## src/rtl/shift_sched_pkg.sv

```systemverilog
// Shared types and datapath command codes for the shift_sched scheduler.
// Imported by the register sub-module and the top-level FSM.
package shift_sched_pkg;

    typedef enum logic [1:0] {
        IDLE  = 2'd0,
        LOAD  = 2'd1,
        SHIFT = 2'd2,
        DONE  = 2'd3
    } sched_state_t;

    localparam logic [1:0] SR_HOLD = 2'b00;
    localparam logic [1:0] SR_LOAD = 2'b01;
    localparam logic [1:0] SR_SHR  = 2'b10;

    function automatic logic [1:0] one_hot(input logic idx);
        return idx ? 2'b10 : 2'b01;
    endfunction

endpackage

```

## src/rtl/shift_sched_if.sv

```systemverilog
// Word-level client and serial-link signals of the scheduler.
// The slave modport is the scheduler's view; master is the client/link side.
interface shift_sched_if #(
    parameter int WIDTH = 8
);

    logic [1:0]       req;
    logic [WIDTH-1:0] data0;
    logic [WIDTH-1:0] data1;
    logic [1:0]       gnt;
    logic [1:0]       done;
    logic [WIDTH-1:0] rx_data;
    logic             ser_out;
    logic             ser_in;
    logic             busy;
    logic [1:0]       sr_ctrl;

    modport master (
        output req, data0, data1, ser_in,
        input  gnt, done, rx_data, ser_out, busy, sr_ctrl
    );

    modport slave (
        input  req, data0, data1, ser_in,
        output gnt, done, rx_data, ser_out, busy, sr_ctrl
    );

endinterface

```

## src/rtl/shift_sched_sr.sv

```systemverilog
// Shared WIDTH-bit shift register: hold, parallel load, or shift right with
// the serial input entering at the MSB. The unused command code holds.
module shift_sched_sr
    import shift_sched_pkg::*;
#(
    parameter int WIDTH = 8
) (
    input  logic             clk,
    input  logic             rst_n,
    input  logic [1:0]       sr_ctrl,
    input  logic [WIDTH-1:0] load_data,
    input  logic             ser_in,
    output logic [WIDTH-1:0] sr_q
);

    logic [WIDTH-1:0] sr_d;

    always_comb begin
        sr_d = sr_q;
        case (sr_ctrl)
            SR_LOAD: sr_d = load_data;
            SR_SHR:  sr_d = {ser_in, sr_q[WIDTH-1:1]};
            default: sr_d = sr_q;
        endcase
    end

    always_ff @(posedge clk or negedge rst_n) begin
        if (!rst_n) begin
            sr_q <= '0;
        end else begin
            sr_q <= sr_d;
        end
    end

endmodule

```

## src/rtl/shift_sched.sv

```systemverilog
// Round-robin scheduler sharing one shift register between two requesters:
// arbitrates in IDLE, then sequences load / WIDTH shifts / done.
module shift_sched
    import shift_sched_pkg::*;
#(
    parameter int WIDTH = 8
) (
    input  logic          clk,
    input  logic          rst_n,
    shift_sched_if.slave  bus
);

    localparam int              CNT_W    = $clog2(WIDTH);
    localparam logic [CNT_W-1:0] CNT_LAST = CNT_W'(WIDTH - 1);

    sched_state_t     state_q, state_d;
    logic             owner_q, owner_d;
    logic             last_q, last_d;
    logic [CNT_W-1:0] cnt_q, cnt_d;
    logic             winner;
    logic [1:0]       sr_ctrl;
    logic [WIDTH-1:0] load_word;
    logic [WIDTH-1:0] sr_q;

    // On a tie the requester that was not granted last wins.
    always_comb begin
        winner = bus.req[1];
        if (bus.req == 2'b11) begin
            winner = ~last_q;
        end
    end

    always_comb begin
        state_d = state_q;
        owner_d = owner_q;
        last_d  = last_q;
        cnt_d   = cnt_q;
        case (state_q)
            IDLE: begin
                if (bus.req != 2'b00) begin
                    owner_d = winner;
                    last_d  = winner;
                    state_d = LOAD;
                end
            end
            LOAD: begin
                cnt_d   = '0;
                state_d = SHIFT;
            end
            SHIFT: begin
                cnt_d = cnt_q + 1'b1;
                if (cnt_q == CNT_LAST) begin
                    state_d = DONE;
                end
            end
            DONE: begin
                state_d = IDLE;
            end
            default: begin
                state_d = IDLE;
            end
        endcase
    end

    always_ff @(posedge clk or negedge rst_n) begin
        if (!rst_n) begin
            state_q <= IDLE;
            owner_q <= 1'b0;
            last_q  <= 1'b1;
            cnt_q   <= '0;
        end else begin
            state_q <= state_d;
            owner_q <= owner_d;
            last_q  <= last_d;
            cnt_q   <= cnt_d;
        end
    end

    // Moore output decode from registered state and owner.
    always_comb begin
        bus.gnt  = 2'b00;
        bus.done = 2'b00;
        bus.busy = 1'b1;
        sr_ctrl  = SR_HOLD;
        case (state_q)
            IDLE:    bus.busy = 1'b0;
            LOAD: begin
                bus.gnt = one_hot(owner_q);
                sr_ctrl = SR_LOAD;
            end
            SHIFT:   sr_ctrl = SR_SHR;
            DONE:    bus.done = one_hot(owner_q);
            default: bus.busy = 1'b1;
        endcase
    end

    assign load_word   = owner_q ? bus.data1 : bus.data0;
    assign bus.sr_ctrl = sr_ctrl;
    assign bus.ser_out = sr_q[0];
    assign bus.rx_data = sr_q;

    shift_sched_sr #(
        .WIDTH(WIDTH)
    ) u_sr (
        .clk       (clk),
        .rst_n     (rst_n),
        .sr_ctrl   (sr_ctrl),
        .load_data (load_word),
        .ser_in    (bus.ser_in),
        .sr_q      (sr_q)
    );

endmodule

```

## src/flat_wrapper.sv

```systemverilog
// flat-port wrapper written by rule: the top's interface ports become plain ports
module shift_sched_flat import shift_sched_pkg::*;
#(
    parameter int WIDTH = 8
)
  (clk, rst_n, bus_req, bus_data0, bus_data1, bus_ser_in, bus_gnt, bus_done, bus_rx_data, bus_ser_out, bus_busy, bus_sr_ctrl);
  shift_sched_if #(.WIDTH(WIDTH)) bus_i ();
  input  logic clk;
  input  logic rst_n;
  input wire logic [$bits(bus_i.req)-1:0] bus_req;
  input wire logic [$bits(bus_i.data0)-1:0] bus_data0;
  input wire logic [$bits(bus_i.data1)-1:0] bus_data1;
  input wire logic [$bits(bus_i.ser_in)-1:0] bus_ser_in;
  output wire logic [$bits(bus_i.gnt)-1:0] bus_gnt;
  output wire logic [$bits(bus_i.done)-1:0] bus_done;
  output wire logic [$bits(bus_i.rx_data)-1:0] bus_rx_data;
  output wire logic [$bits(bus_i.ser_out)-1:0] bus_ser_out;
  output wire logic [$bits(bus_i.busy)-1:0] bus_busy;
  output wire logic [$bits(bus_i.sr_ctrl)-1:0] bus_sr_ctrl;
  assign bus_i.req = bus_req;
  assign bus_i.data0 = bus_data0;
  assign bus_i.data1 = bus_data1;
  assign bus_i.ser_in = bus_ser_in;
  assign bus_gnt = bus_i.gnt;
  assign bus_done = bus_i.done;
  assign bus_rx_data = bus_i.rx_data;
  assign bus_ser_out = bus_i.ser_out;
  assign bus_busy = bus_i.busy;
  assign bus_sr_ctrl = bus_i.sr_ctrl;
  shift_sched #(.WIDTH(WIDTH)) u_core (.clk(clk), .rst_n(rst_n), .bus(bus_i));
endmodule
```

## config.mk

```make
export PLATFORM = sky130hd
export DESIGN_NAME = shift_sched_flat
export DESIGN_NICKNAME = d
export VERILOG_FILES = /design/src/rtl/shift_sched_pkg.sv /design/src/rtl/shift_sched_if.sv /design/src/rtl/shift_sched_sr.sv /design/src/rtl/shift_sched.sv /design/src/flat_wrapper.sv
export SDC_FILE = /design/constraint.sdc
export NUM_CORES = 1
export LEC_CHECK = 0
export CAP_MARGIN = 10
export CELL_PAD_IN_SITES_DETAIL_PLACEMENT = 2
export CELL_PAD_IN_SITES_GLOBAL_PLACEMENT = 2
export CORE_MARGIN = 2
export CORE_UTILIZATION = 25
export CTS_CLUSTER_DIAMETER = 150
export DETAILED_ROUTE_END_ITERATION = 16
export HOLD_SLACK_MARGIN = 0.02
export PLACE_DENSITY = 0.77
export SLEW_MARGIN = 20
export SYNTH_ARGS = -nofsm -noshare
export SYNTH_HDL_FRONTEND = slang
export SYNTH_SLANG_ARGS = --single-unit
```

## constraint.sdc

```tcl
create_clock -name clk -period 2.1 [get_ports clk]
set_clock_uncertainty 0.15 [all_clocks]
set_input_delay 0.42 -clock clk [delete_from_list [all_inputs] [get_ports clk]]
set_output_delay 0.42 -clock clk [all_outputs]
set_load 0.02 [all_outputs]
```

==> results_dict.tcl <==
set metrics [dict create \
    io_pins 37 \
    crit_family "buffers and inverters" \
    syn-instance-count 88 \
    worstMarginPinSlew_ps 336.2 \
    cp_max_fo 4 \
    grt_pass1_wl_um 4698 \
    clock_latency_ps 290 \
    cp_cell_sequence "inv_1 -> ha_1 -> inv_1 -> dlygate4sd2_1" \
    cp_data_required_time_ps 1530 \
    power.leakage_nw 0.6137 \
    ys_seq_area_frac 0.4163 \
    reg2reg_depth 6 \
    rsz0062_at_grt "false" \
    fin_crit_ps 1997 \
    crit_type "flop to output pin" \
    first_pass_iters 3 \
    status "completed" \
    grt_use_total 0.1465 \
    netlist_area_um2 904.6 \
    drc_errors 0 \
    crit_end "bus_busy" \
    arrival_ps 1430 \
    max_clock_freq_mhz 500.8 \
    antenna_left 0 \
    finalHoldViolCount 0 \
    cp_num_cells 4 \
    relSlewSlack 0.7758 \
    drt-initial-drc-count 11 \
    fin_nets 162 \
    cap_violations 0 \
    hold_path.class "input port to async pin" \
    r2r_setup_slack_ps 280 \
    syn_nets 118 \
    synth_top_area_cell "dfrtp_1" \
    ys_types 21 \
    overflow 0 \
    post-route-period-util 0.9509 \
    r2r-end "u_core.state_q[1]" \
    path_common_cell "inv_1" \
    post-synth-top-area-fraction 0.3873 \
    mostFrequentLayoutCells "29 x clkdlybuf4s50_1, 14 x dfrtp_1, 11 x o21ai_0, 10 x nor2b_1" \
    row_count 21 \
    slowest_delay_ps 420 \
    die_y_um 64.16 \
    postSynthAreaPerCell_um2 10.28 \
    layout_commonest_cell "clkdlybuf4s50_1" \
    synth_warnings 0 \
    antenna_found_initial 0 \
    root_buffer "clkbuf_4" \
    critPathLaunchType "flop" \
    crit_path_start "u_core.state_q[0]" \
    viasPerCell 4.763 \
    clock_sinks 15 \
    clockBufferDepth 2 \
    die_width_um 64.16 \
    die_area_um2 4116 \
    drive_gt1_frac 0.1374 \
    diodes 0 \
    slew_violations 0 \
    cts_tree "built" \
    ys_seq_elements 15 \
    gp_congestion 0.7171 \
    path_buf_inv 3 \
    dp_hpwl_um 2112 \
    reg2reg_from "u_core.state_q[0]" \
    grt_pass1_vias 955 \
    path_clk_slew_ps 100 \
    syn2layout_area_growth_pct 50.48 \
    irDropWorstVdd_mv 0.5995 \
    post-route-util 0.3985 \
    core-area_um2 3416 \
    start_util 0.2648 \
    h-tree-depth 1 \
    critPathSlowestCell "dfrtp_1" \
    setup_viol 0 \
    wire_per_inst_um 15.38 \
    synth_top_cells_by_area "dfrtp_1 39%, ha_1 12%, mux2i_1 8.9%, nor2b_1 6.9%, a31oi_1 6.2%" \
    routed_wirelength_um 2722 \
    vias 843 \
    port_buffers 36 \
    power.density_nw_per_um2 1572 \
    cts_buffers 3 \
    finalSetupTns_ps 0 \
    grt_max_degree 16 \
    critPathCaptureType "output pin" \
]
==> worst min path at each step <==
stage	startpoint	endpoint	cells after the start
6_report	rst_n	u_core.u_sr.sr_q[3]	2
5_1_grt	rst_n	u_core.u_sr.sr_q[3]	2
4_1_cts	rst_n	u_core.u_sr.sr_q[3]	2
2_1_floorplan	rst_n	u_core.cnt_q[0]	0
3_3_place_gp	u_core.u_sr.sr_q[2]	u_core.u_sr.sr_q[1]	2
3_5_place_dp	u_core.u_sr.sr_q[2]	u_core.u_sr.sr_q[1]	2
==> Yosys cell counts <==
library cell	count
dfrtp_1	14
o21ai_0	11
nor2b_1	10
a31oi_1	9
ha_1	9
mux2i_1	8
inv_1	7
buf_4	3
nand3_1	3
and2_1	2
nand2_1	2
a21oi_1	1
a21oi_2	1
a32o_1	1
buf_2	1
clkbuf_1	1
dfstp_2	1
mux2_4	1
nand2b_1	1
nor3b_2	1
o32a_2	1
==> what timing repair did <==
action	4_1_cts	5_1_grt
hold buffers	0	0
setup endpoints to repair	7	2
setup buffers	2	0
resized for setup	7	4
==> per-stage QoR <==
| stage | power, mW | worst slack, ps | hold slack, ps | area [µm²] | std cells |
|---|---|---|---|---|---|
| finish | 2.139 | 103.2 | 282.6 | 1361 | 177 |
| global route | 2.344 | 11.89 | 285.9 | 1361 | 177 |
| CTS | 2.178 | 15.29 | 288.3 | 1369 | 177 |
| detailed placement | 2.008 | 37.30 | 378.9 | 1336 | 171 |
| global placement | 1.941 | 110.8 | 363.7 | 1336 | 171 |
| floorplan | 1.424 | 427.8 | -25.59 | 904.6 | 88 |
==> per-layer routing <==
metal  GRT usage  vias to the layer above  share of wire
li1            -                      393              -
met1      0.1698                      425           0.41
met2      0.2682                       20           0.54
met3     0.03873                        5          0.036
met4     0.03191                        0         0.0088
met5           0                        -              0
==> sequential cells by signal, indices dropped and copies added (netlist names) <==
signal	cells
u_core.u_sr.sr_q	8
u_core.cnt_q	3
u_core.state_q	2
u_core.last_q	1
u_core.owner_q	1
==> power breakdown <==
part,leakage (nW),internal (mW),switching (mW)
logic,0.413,0.647,0.772
registers,0.185,0.436,0.112
clock network,0.0150,0.0739,0.0988
==> logic make-up after synthesis <==
| family | after synthesis | synth area share |
|---|---|---|
| multiplexers | 9 | 0.1051 |
| AND/OR/NAND/NOR | 19 | 0.1286 |
| buffers and inverters | 12 | 0.06362 |
| adder cells (fa/ha/maj) | 9 | 0.1245 |
| AO/OA/AOI/OAI | 24 | 0.1618 |
| flip-flops | 15 | 0.4163 |
==> worst reg2reg max path: stages (launching register included) <==
cell     delay, ps
dfrtp_1        420
inv_1          120
ha_1           230
buf_4          150
nor3b_2        170
a21oi_2        160
mux2_4         310
==> layout make-up <==
cell class / count / area, µm²
clock buffers: 4 / 26.28
fillers: 386 / 2054
inverters: 7 / 26.28
multi-input cells: 61 / 470.5
flip-flops and latches: 15 / 376.6
well taps: 46 / 57.56
repair buffers: 44 / 404.1
Note: power is estimated with default switching activity, not from simulation.
